==> config.mk <==
export PLATFORM = sky130hd
export DESIGN_NAME = ssd_scan
export DESIGN_NICKNAME = d
export VERILOG_FILES = /design/src/rtl/ssd_scan.sv
export SDC_FILE = /design/constraint.sdc
export NUM_CORES = 1
export LEC_CHECK = 0
export CORE_MARGIN = 2
export CORE_UTILIZATION = 30
export DETAILED_ROUTE_END_ITERATION = 6
export PLACE_DENSITY = 0.51
export SYNTH_ARGS = -nofsm -noshare
export SYNTH_HDL_FRONTEND = slang
export SYNTH_SLANG_ARGS = --single-unit
==> constraint.sdc <==
create_clock -name clk -period 4.9 [get_ports clk]
set_input_delay 0.49 -clock clk [delete_from_list [all_inputs] [get_ports clk]]
set_output_delay 0.49 -clock clk [all_outputs]
set_load 0.02 [all_outputs]
==> src/rtl/ssd_scan.sv <==
// Multiplexed common-anode seven-segment scanner with frame-synchronous double buffer.
// Optional leading-zero suppression is enabled by defining SSD_LZ_BLANK_EN.
module ssd_scan #(
  parameter int DIGITS      = 4,
  parameter int REFRESH_DIV = 100000,
  parameter int GUARD       = 16
) (
  input  logic                  clk,
  input  logic                  rst_n,
  input  logic [4*DIGITS-1:0]   data,
  input  logic [DIGITS-1:0]     dp,
  input  logic [DIGITS-1:0]     blank,
  input  logic                  load,
  output logic [DIGITS-1:0]     an,
  output logic [6:0]            seg,
  output logic                  dp_n,
  output logic                  frame_done
);

  localparam int CW = $clog2(REFRESH_DIV);
  localparam int IW = (DIGITS > 1) ? $clog2(DIGITS) : 1;
  localparam logic [CW-1:0] CMAX  = CW'(REFRESH_DIV - 1);
  localparam logic [CW-1:0] CGRD  = CW'(GUARD);
  localparam logic [IW-1:0] ILAST = IW'(DIGITS - 1);

  logic [CW-1:0]       cnt;
  logic [IW-1:0]       idx;
  logic                pend;
  logic [4*DIGITS-1:0] p_data;
  logic [DIGITS-1:0]   p_dp;
  logic [DIGITS-1:0]   p_blank;
  logic [4*DIGITS-1:0] d_data;
  logic [DIGITS-1:0]   d_dp;
  logic [DIGITS-1:0]   d_blank;

  logic                dwell_end;
  logic                frame_end;
  logic [DIGITS-1:0]   lz;
  logic [3:0]          nib;
  logic                dark;
  logic [DIGITS-1:0]   an_d;

  function automatic logic [6:0] hex7(input logic [3:0] n);
    unique case (n)
      4'h0: return 7'b0000001;
      4'h1: return 7'b1001111;
      4'h2: return 7'b0010010;
      4'h3: return 7'b0000110;
      4'h4: return 7'b1001100;
      4'h5: return 7'b0100100;
      4'h6: return 7'b0100000;
      4'h7: return 7'b0001111;
      4'h8: return 7'b0000000;
      4'h9: return 7'b0000100;
      4'hA: return 7'b0001000;
      4'hB: return 7'b1100000;
      4'hC: return 7'b0110001;
      4'hD: return 7'b1000010;
      4'hE: return 7'b0110000;
      4'hF: return 7'b0111000;
    endcase
  endfunction

  assign dwell_end = (cnt == CMAX);
  assign frame_end = dwell_end && (idx == ILAST);

  always_ff @(posedge clk or negedge rst_n) begin
    if (!rst_n) begin
      cnt <= '0;
      idx <= '0;
    end else if (dwell_end) begin
      cnt <= '0;
      idx <= (idx == ILAST) ? '0 : idx + 1'b1;
    end else begin
      cnt <= cnt + 1'b1;
    end
  end

  // A load on the frame-end cycle bypasses the pending buffer entirely.
  always_ff @(posedge clk or negedge rst_n) begin
    if (!rst_n) begin
      pend    <= 1'b0;
      p_data  <= '0;
      p_dp    <= '0;
      p_blank <= '0;
      d_data  <= '0;
      d_dp    <= '0;
      d_blank <= '0;
    end else if (frame_end && load) begin
      d_data  <= data;
      d_dp    <= dp;
      d_blank <= blank;
      pend    <= 1'b0;
    end else if (frame_end && pend) begin
      d_data  <= p_data;
      d_dp    <= p_dp;
      d_blank <= p_blank;
      pend    <= 1'b0;
    end else if (load) begin
      p_data  <= data;
      p_dp    <= dp;
      p_blank <= blank;
      pend    <= 1'b1;
    end
  end

`ifdef SSD_LZ_BLANK_EN
  logic run;
  always_comb begin
    lz  = '0;
    run = 1'b1;
    for (int i = DIGITS - 1; i > 0; i--) begin
      if (run && d_data[4*i +: 4] == 4'h0 && !d_dp[i])
        lz[i] = 1'b1;
      else
        run = 1'b0;
    end
  end
`else
  assign lz = '0;
`endif

  assign nib  = d_data[4*int'(idx) +: 4];
  assign dark = d_blank[idx] | lz[idx];

  always_comb begin
    an_d = '1;
    if (cnt >= CGRD)
      an_d[idx] = 1'b0;
  end

  always_ff @(posedge clk or negedge rst_n) begin
    if (!rst_n) begin
      an         <= '1;
      seg        <= 7'h7F;
      dp_n       <= 1'b1;
      frame_done <= 1'b0;
    end else begin
      an         <= an_d;
      seg        <= dark ? 7'h7F : hex7(nib);
      dp_n       <= dark ? 1'b1 : ~d_dp[idx];
      frame_done <= frame_end;
    end
  end

endmodule

==> key figures, run 1 <==
Run status
  – Status: completed

Placed design
  – Post-Place Setup Slack: 2.31 ns
  – Hpwl dp: 5350 µm
  – IO buf count: 39
  – Routability cong.: 0.790

STA
  – Clock Skew: 0.00653 ns
  – Final setup viols: 0
  – FMAX: 386 MHz
  – Tmin final: 2.59 ns
  – Least-Margin Pin Slew: 1.02 ns
  – Unrepaired setup endpoints after global routing: false
  – Tcrit/Tclk final: 52.9%
  – Pins Over Slew Limit: 0
  – Relative slew slack: 31.7%
  – Final WS setup: 2.31 ns
  – Final hold violations: 0
  – Final TNS setup: 0 ns

Setup path
  – Critical Path AT: 2.81 ns
  – Critical setup path kind: reg2reg
  – Critical Path RT: 5.12 ns
  – Critical-path top delay cell: o21ai_4
  – Crit start category: register
  – Crit path largest cell delay: 0.73 ns
  – CP max FO: 24
  – Worst setup EP type: register
  – Cell-by-cell trace of the critical path: ha_1, nand4_2, or3_4, o21ai_4, mux2_2

Synth
  – Avg Cell Area, Syn: 12.0 µm²
  – Mapped Cells: 324
  – Synthesized area: 3900 µm²
  – Seq/Total Area, Yosys: 52.3%
  – Ys Warns: 0
  – Most common flop cell mapped by yosys: dfrtp_1
  – Async SR Flop Fraction: 100%
  – Post-synth cell types: 42
  – Flops & latches, synth: 81
  – Post-Synthesis Net Count: 363
  – Number of flops mapped to enable cells by yosys: 0

Floorplan
  – Overall die width: 118 µm
  – Die height: 118 µm
  – Die area: 13900 µm²
  – Initial core utilization: 30.8%
  – Num ports: 40
  – # rows: 41
  – CORE AREA: 12700 µm²

Clock tree
  – CTS tree: built
  – Maximum level of the CTS H-tree: 3
  – Clock buffer depth: 2
  – Number of CTS-inserted buffers: 9
  – Post-CTS Setup Inserts: 0
  – Clock Sinks: 81
  – CTS clk-pin slew, worst paths: 0.06 ns
  – # resized after CTS: 0
  – Post-CTS Hold Buffers: 0
  – CTS Root Cell: clkbuf_16
  – Clock Latency Late Sink: 0.34 ns

Min path
  – Hold Path Class: in2async

Detailed routing
  – Residual DRC: 0
  – Final wirelength: 8410 µm
  – Avg WL per Cell: 15.7 µm
  – Drt pass-1 iters: 4
  – Via density: 4.92
  – Vias: 2643
  – ANT nets after route: 0
  – DRT iter0 DRCs: 230

Power
  – Net Switching: 0.000303 W
  – Combinational Power Share: 4.4%
  – Pwr Density: 310 nW/µm²
  – Static power due to leakage: 2.01 nW
  – Maximum vdd drop: 0.184 mV
  – Flop pwr share: 47.5%
  – Clk pwr share: 48.1%
  – Internal: 0.00117 W
  – Overall power: 0.00147 W
  – Sw Share: 20.6%

Layout
  – # diodes: 0
  – Area Overhead vs Synth: 21.5%
  – Layout cell share with drive strength beyond 1: 20.3%
  – Final Util: 37.4%
  – Nets: 399

Run
  – Max-cap violation count: 0

GRT
  – Vias in the first global route: 2726
  – Initial antenna violation count: 0
  – Largest net degree at the start of global routing: 82
  – Total GRT Usage: 13.0%
  – Grt total ovfl: 0
  – First-pass GRT wire length: 14300 µm
## worst max-delay path, delay by kind of cell (launching register included)
kind | cells | cell delay, ns
multiplexers | 1 | 0.42
flip-flops | 1 | 0.39
adder cells (fa/ha/maj) | 1 | 0.25
AND/OR/NAND/NOR | 2 | 0.68
AO/OA/AOI/OAI | 1 | 0.73
## synthesized netlist by cell type (8+ instances only)
cell	count	share of area, %
a31oi_1	24	3.8
xnor2_1	8	1.8
buf_2	8	1.0
a221o_1	24	6.2
nand2_1	14	1.3
nand3_1	11	1.4
dfrtp_1	69	44
nor2_1	9	0.87
dfstp_2	12	8.1
inv_1	36	3.5
ha_1	12	3.8
mux2_2	25	7.2
## flip-flops by register name, indices dropped and copies added (netlist names)
signal and flops:
idx 2, d_blank 4, p_data 16, frame_done 1, d_data 16, seg 7
p_blank 4, dp_n 1, an 4, pend 1, cnt 17, d_dp 4
p_dp 4
## placed cells by master, fill, tap and decap left out, types with 5 or more instances in the layout
cell / n
a31oi_1: 24
nand3_1: 11
dfrtp_1: 69
nand2_1: 14
a221o_1: 24
clkdlybuf4s50_1: 38
mux2_2: 25
ha_1: 12
inv_1: 36
xnor2_1: 8
nor2_1: 9
dfstp_2: 12
a21oi_1: 5
mux4_2: 6
clkbuf_16: 9
xor2_1: 5
## power groups by stage
stage	sequential (W)	clock [W]	combinational, W
CTS	0.000699	0.000724	0.0000676
detailed placement	0.000711	0	0.0000676
global placement	0.000710	0	0.0000654
global route	0.000701	0.000749	0.0000733
finish	0.000699	0.000708	0.0000652
floorplan	0.000708	0	0.0000263
## cell families (layout without fill, tap and decap cells)
group | Yosys count | count (layout) | synth area share, %
compound gates | 67 | 67 | 13.5
xor+xnor | 13 | 13 | 2.92
fa+ha+maj | 12 | 12 | 3.85
buf+inv | 53 | 94 | 5.93
flops | 81 | 81 | 52.3
mux | 33 | 33 | 11.2
simple gates | 65 | 65 | 10.3
## path summary, 6_finish.rpt
check                                 from          to  slack, ns  depth (start not counted)
worst max-delay path                cnt[0]   p_data[8]       2.31                          5
worst min-delay path                 rst_n      cnt[0]       0.33                          1
worst max register to register      cnt[0]   p_data[8]       2.31                          5
worst min register to register  p_data[13]  d_data[13]       0.50                          1
max in group asynchronous            rst_n  d_blank[1]       3.92                          1
min in group clk                p_data[13]  d_data[13]       0.50                          1
## layer usage
| layer | vias up | routed length (µm) | GRT usage, % |
|---|---|---|---|
| met5 | - | 0 | 0 |
| met4 | 0 | 166 | 5.87 |
| met3 | 10 | 355 | 3.29 |
| met2 | 54 | 3760 | 19.5 |
| met1 | 1320 | 4130 | 17.5 |
| li1 | 1259 | - | - |
## stage by stage
step | instance area [µm²] | hold slack, ns | cells
after floorplan | 3900 | 0.194 | 324
after CTS | 4740 | 0.383 | 537
final | 4740 | 0.327 | 537
after global routing | 4740 | 0.436 | 537
after global placement | 4430 | 0.484 | 521
after detailed placement | 4430 | 0.492 | 521
## area by class of cell
type                    count  area, µm²
well taps                 172        215
flip-flops and latches     81       2040
multi-input cells         190       1630
inverters                  36        135
clock inverters             6       82.6
clock buffers              10        229
repair buffers             42        410
fillers                  1270       7930
Note: power is estimated with default switching activity, not from simulation.
==> run 2: changes to the inputs <==
==> constraint.sdc (replaced) <==
create_clock -name clk -period 2.5 [get_ports clk]
set_input_delay 0.25 -clock clk [delete_from_list [all_inputs] [get_ports clk]]
set_output_delay 0.25 -clock clk [all_outputs]
set_load 0.02 [all_outputs]
==> key figures, run 2 (same netlist as run 1, synthesis figures left out) <==
Run status
  – Status: completed

GRT
  – Largest net degree at the start of global routing: 45 (-45%)
  – First-pass GRT wire length: 14600 µm (+2.4%)
  – Initial antenna violation count: 0 (unchanged)
  – Vias in the first global route: 2786 (+2.2%)
  – Total GRT Usage: 13.3% (+0.38 points)
  – Grt total ovfl: 0 (unchanged)

Placed design
  – Routability cong.: 0.859 (+8.8%)
  – IO buf count: 39 (unchanged)
  – Placed cell count: 529 (+1.5%)
  – Hpwl dp: 5760 µm (+7.5%)

Layout
  – Biggest regs: cnt: 17 flops, d_data: 16 flops, p_data: 16 flops
  – Most frequent cells in the layout: dfrtp_1, clkdlybuf4s50_1, inv_1
  – Nets: 408 (+2.3%)
  – Commonest non-fill, non-tap cell in the layout: dfrtp_1
  – Area Overhead vs Synth: 22.4%
  – Max reg flops: 17 (unchanged)
  – # diodes: 0 (unchanged)
  – Non-Filler Instances: 545 (+1.5%)
  – Fill cells: 1250 (-1.6%)
  – Top reg by flops: cnt
  – Layout cell share with drive strength beyond 1: 22.0% (+1.7 points)
  – Final Util: 37.7% (+0.26 points)

Setup path
  – Critical Path RT: 2.72 ns (-2.40 ns)
  – Cell-by-cell trace of the critical path: ha_1, nand4_2, or3_4, o21ai_4, buf_12, mux2_2
  – Setup crit start: cnt[0]
  – Crit path max-delay family: simple AND/OR/NAND/NOR gates
  – Crit start category: register
  – Critical Path AT: 2.44 ns (-0.37 ns)
  – Critical setup path kind: reg2reg
  – Worst setup EP type: register
  – Critical-path top delay cell: or3_4
  – Worst Path Buf+Inv: 1 (+1)
  – Crit path largest cell delay: 0.48 ns (-0.25 ns)
  – CP max FO: 24 (unchanged)
  – Worst reg2reg path startpoint: cnt[0]

STA
  – Relative slew slack: 61.5% (+30 points)
  – Tmin final: 2.22 ns (-0.370 ns)
  – Tcrit/Tclk final: 88.9% (+36 points)
  – Final hold violations: 0 (unchanged)
  – Pins Over Slew Limit: 0 (unchanged)
  – Final setup viols: 0 (unchanged)
  – Clock Skew: 0.00521 ns (-0.00132 ns)
  – Least-Margin Pin Slew: 0.577 ns (-0.447 ns)
  – FMAX: 450 MHz (+17%)
  – Final TNS setup: 0 ns (unchanged)
  – Unrepaired setup endpoints after global routing: false

Min path
  – Hold Path Class: in2async

Clock tree
  – Maximum level of the CTS H-tree: 3 (unchanged)
  – # resized after CTS: 0 (unchanged)
  – CTS Root Cell: clkbuf_16
  – Post-CTS Setup Inserts: 0 (unchanged)
  – CTS tree: built
  – CTS clk-pin slew, worst paths: 0.06 ns (about the same)
  – Number of CTS-inserted buffers: 9 (unchanged)
  – Clock buffer depth: 2 (unchanged)
  – Clock Latency Late Sink: 0.34 ns (about the same)
  – Clock Sinks: 81 (unchanged)

Run
  – Max-cap violation count: 0 (unchanged)

Floorplan
  – Overall die width: 118 µm (unchanged)
  – # rows: 41 (unchanged)
  – Die height: 118 µm (unchanged)
  – Initial core utilization: 30.8% (unchanged)
  – Num ports: 40 (unchanged)
  – Die area: 13900 µm² (unchanged)
  – CORE AREA: 12700 µm² (unchanged)

Detailed routing
  – Final wirelength: 8640 µm (+2.7%)
  – Vias: 2680 (+1.4%)
  – Via density: 4.92 (about the same)
  – ANT nets after route: 0 (unchanged)
  – Residual DRC: 0 (unchanged)
  – DRT iter0 DRCs: 180 (-22%)
  – Drt pass-1 iters: 4 (unchanged)
  – Avg WL per Cell: 15.8 µm (+1.1%)

Power
  – Maximum vdd drop: 0.331 mV (+80%)
  – Overall power: 0.00269 W (+83%)
  – Pwr Density: 564 nW/µm² (+82%)
  – Static power due to leakage: 2.04 nW (+1.3%)
==> run 2: worst paths after layout <==
| kind | to | slack (ns) | depth (start not counted) |
|---|---|---|---|
| worst max-delay path | p_dp[0] | 0.28 | 6 |
| worst min-delay path | cnt[0] | 0.45 | 2 |
| worst max register to register | p_dp[0] | 0.28 | 6 |
| worst min register to register | d_data[15] | 0.50 | 1 |
| max in group asynchronous | seg[6] | 1.34 | 3 |
| min in group clk | d_data[15] | 0.50 | 1 |
==> run 2: power by group <==
part	switching, W	internal (W)	total, W	leakage (nW)
Clock	0.000526	0.000661	0.00119	0.131
Combinational	0.0000593	0.0000783	0.000138	1.02
Sequential	0.0000190	0.00135	0.00137	0.890
==> run 2: repair_timing <==
| item | 4_1_cts | 5_1_grt |
|---|---|---|
| setup endpoints to repair | 0 | 0 |
| hold buffers | 1 | 0 |
| hold endpoints to repair | 37 | 0 |
==> run 2: through the flow <==
step | cell area, µm² | hold slack [ns] | setup slack, ns
floorplan | 3900 | -0.0456 | 0.448
global placement | 4510 | 0.285 | 0.308
detailed placement | 4510 | 0.291 | 0.281
CTS | 4780 | 0.471 | 0.272
global route | 4780 | 0.514 | 0.0837
finish | 4780 | 0.447 | 0.278
==> run 2: per-layer routing <==
metal	share of wire [%]	GRT usage, %
met2	45	20.6
met3	4.0	2.57
met4	2.0	6.70
met1	49	17.8
met5	0	0
==> run 2: cell type report <==
class	count	area (µm²)	area share [%]
sequential	81	2040	42.7
multi-input combinational	190	1630	34.1
timing repair buffer	51	493	10.3
clock buffer	9	225	4.71
tap	172	215	4.50
inverter	36	135	2.83
clock inverter	6	36.3	0.760
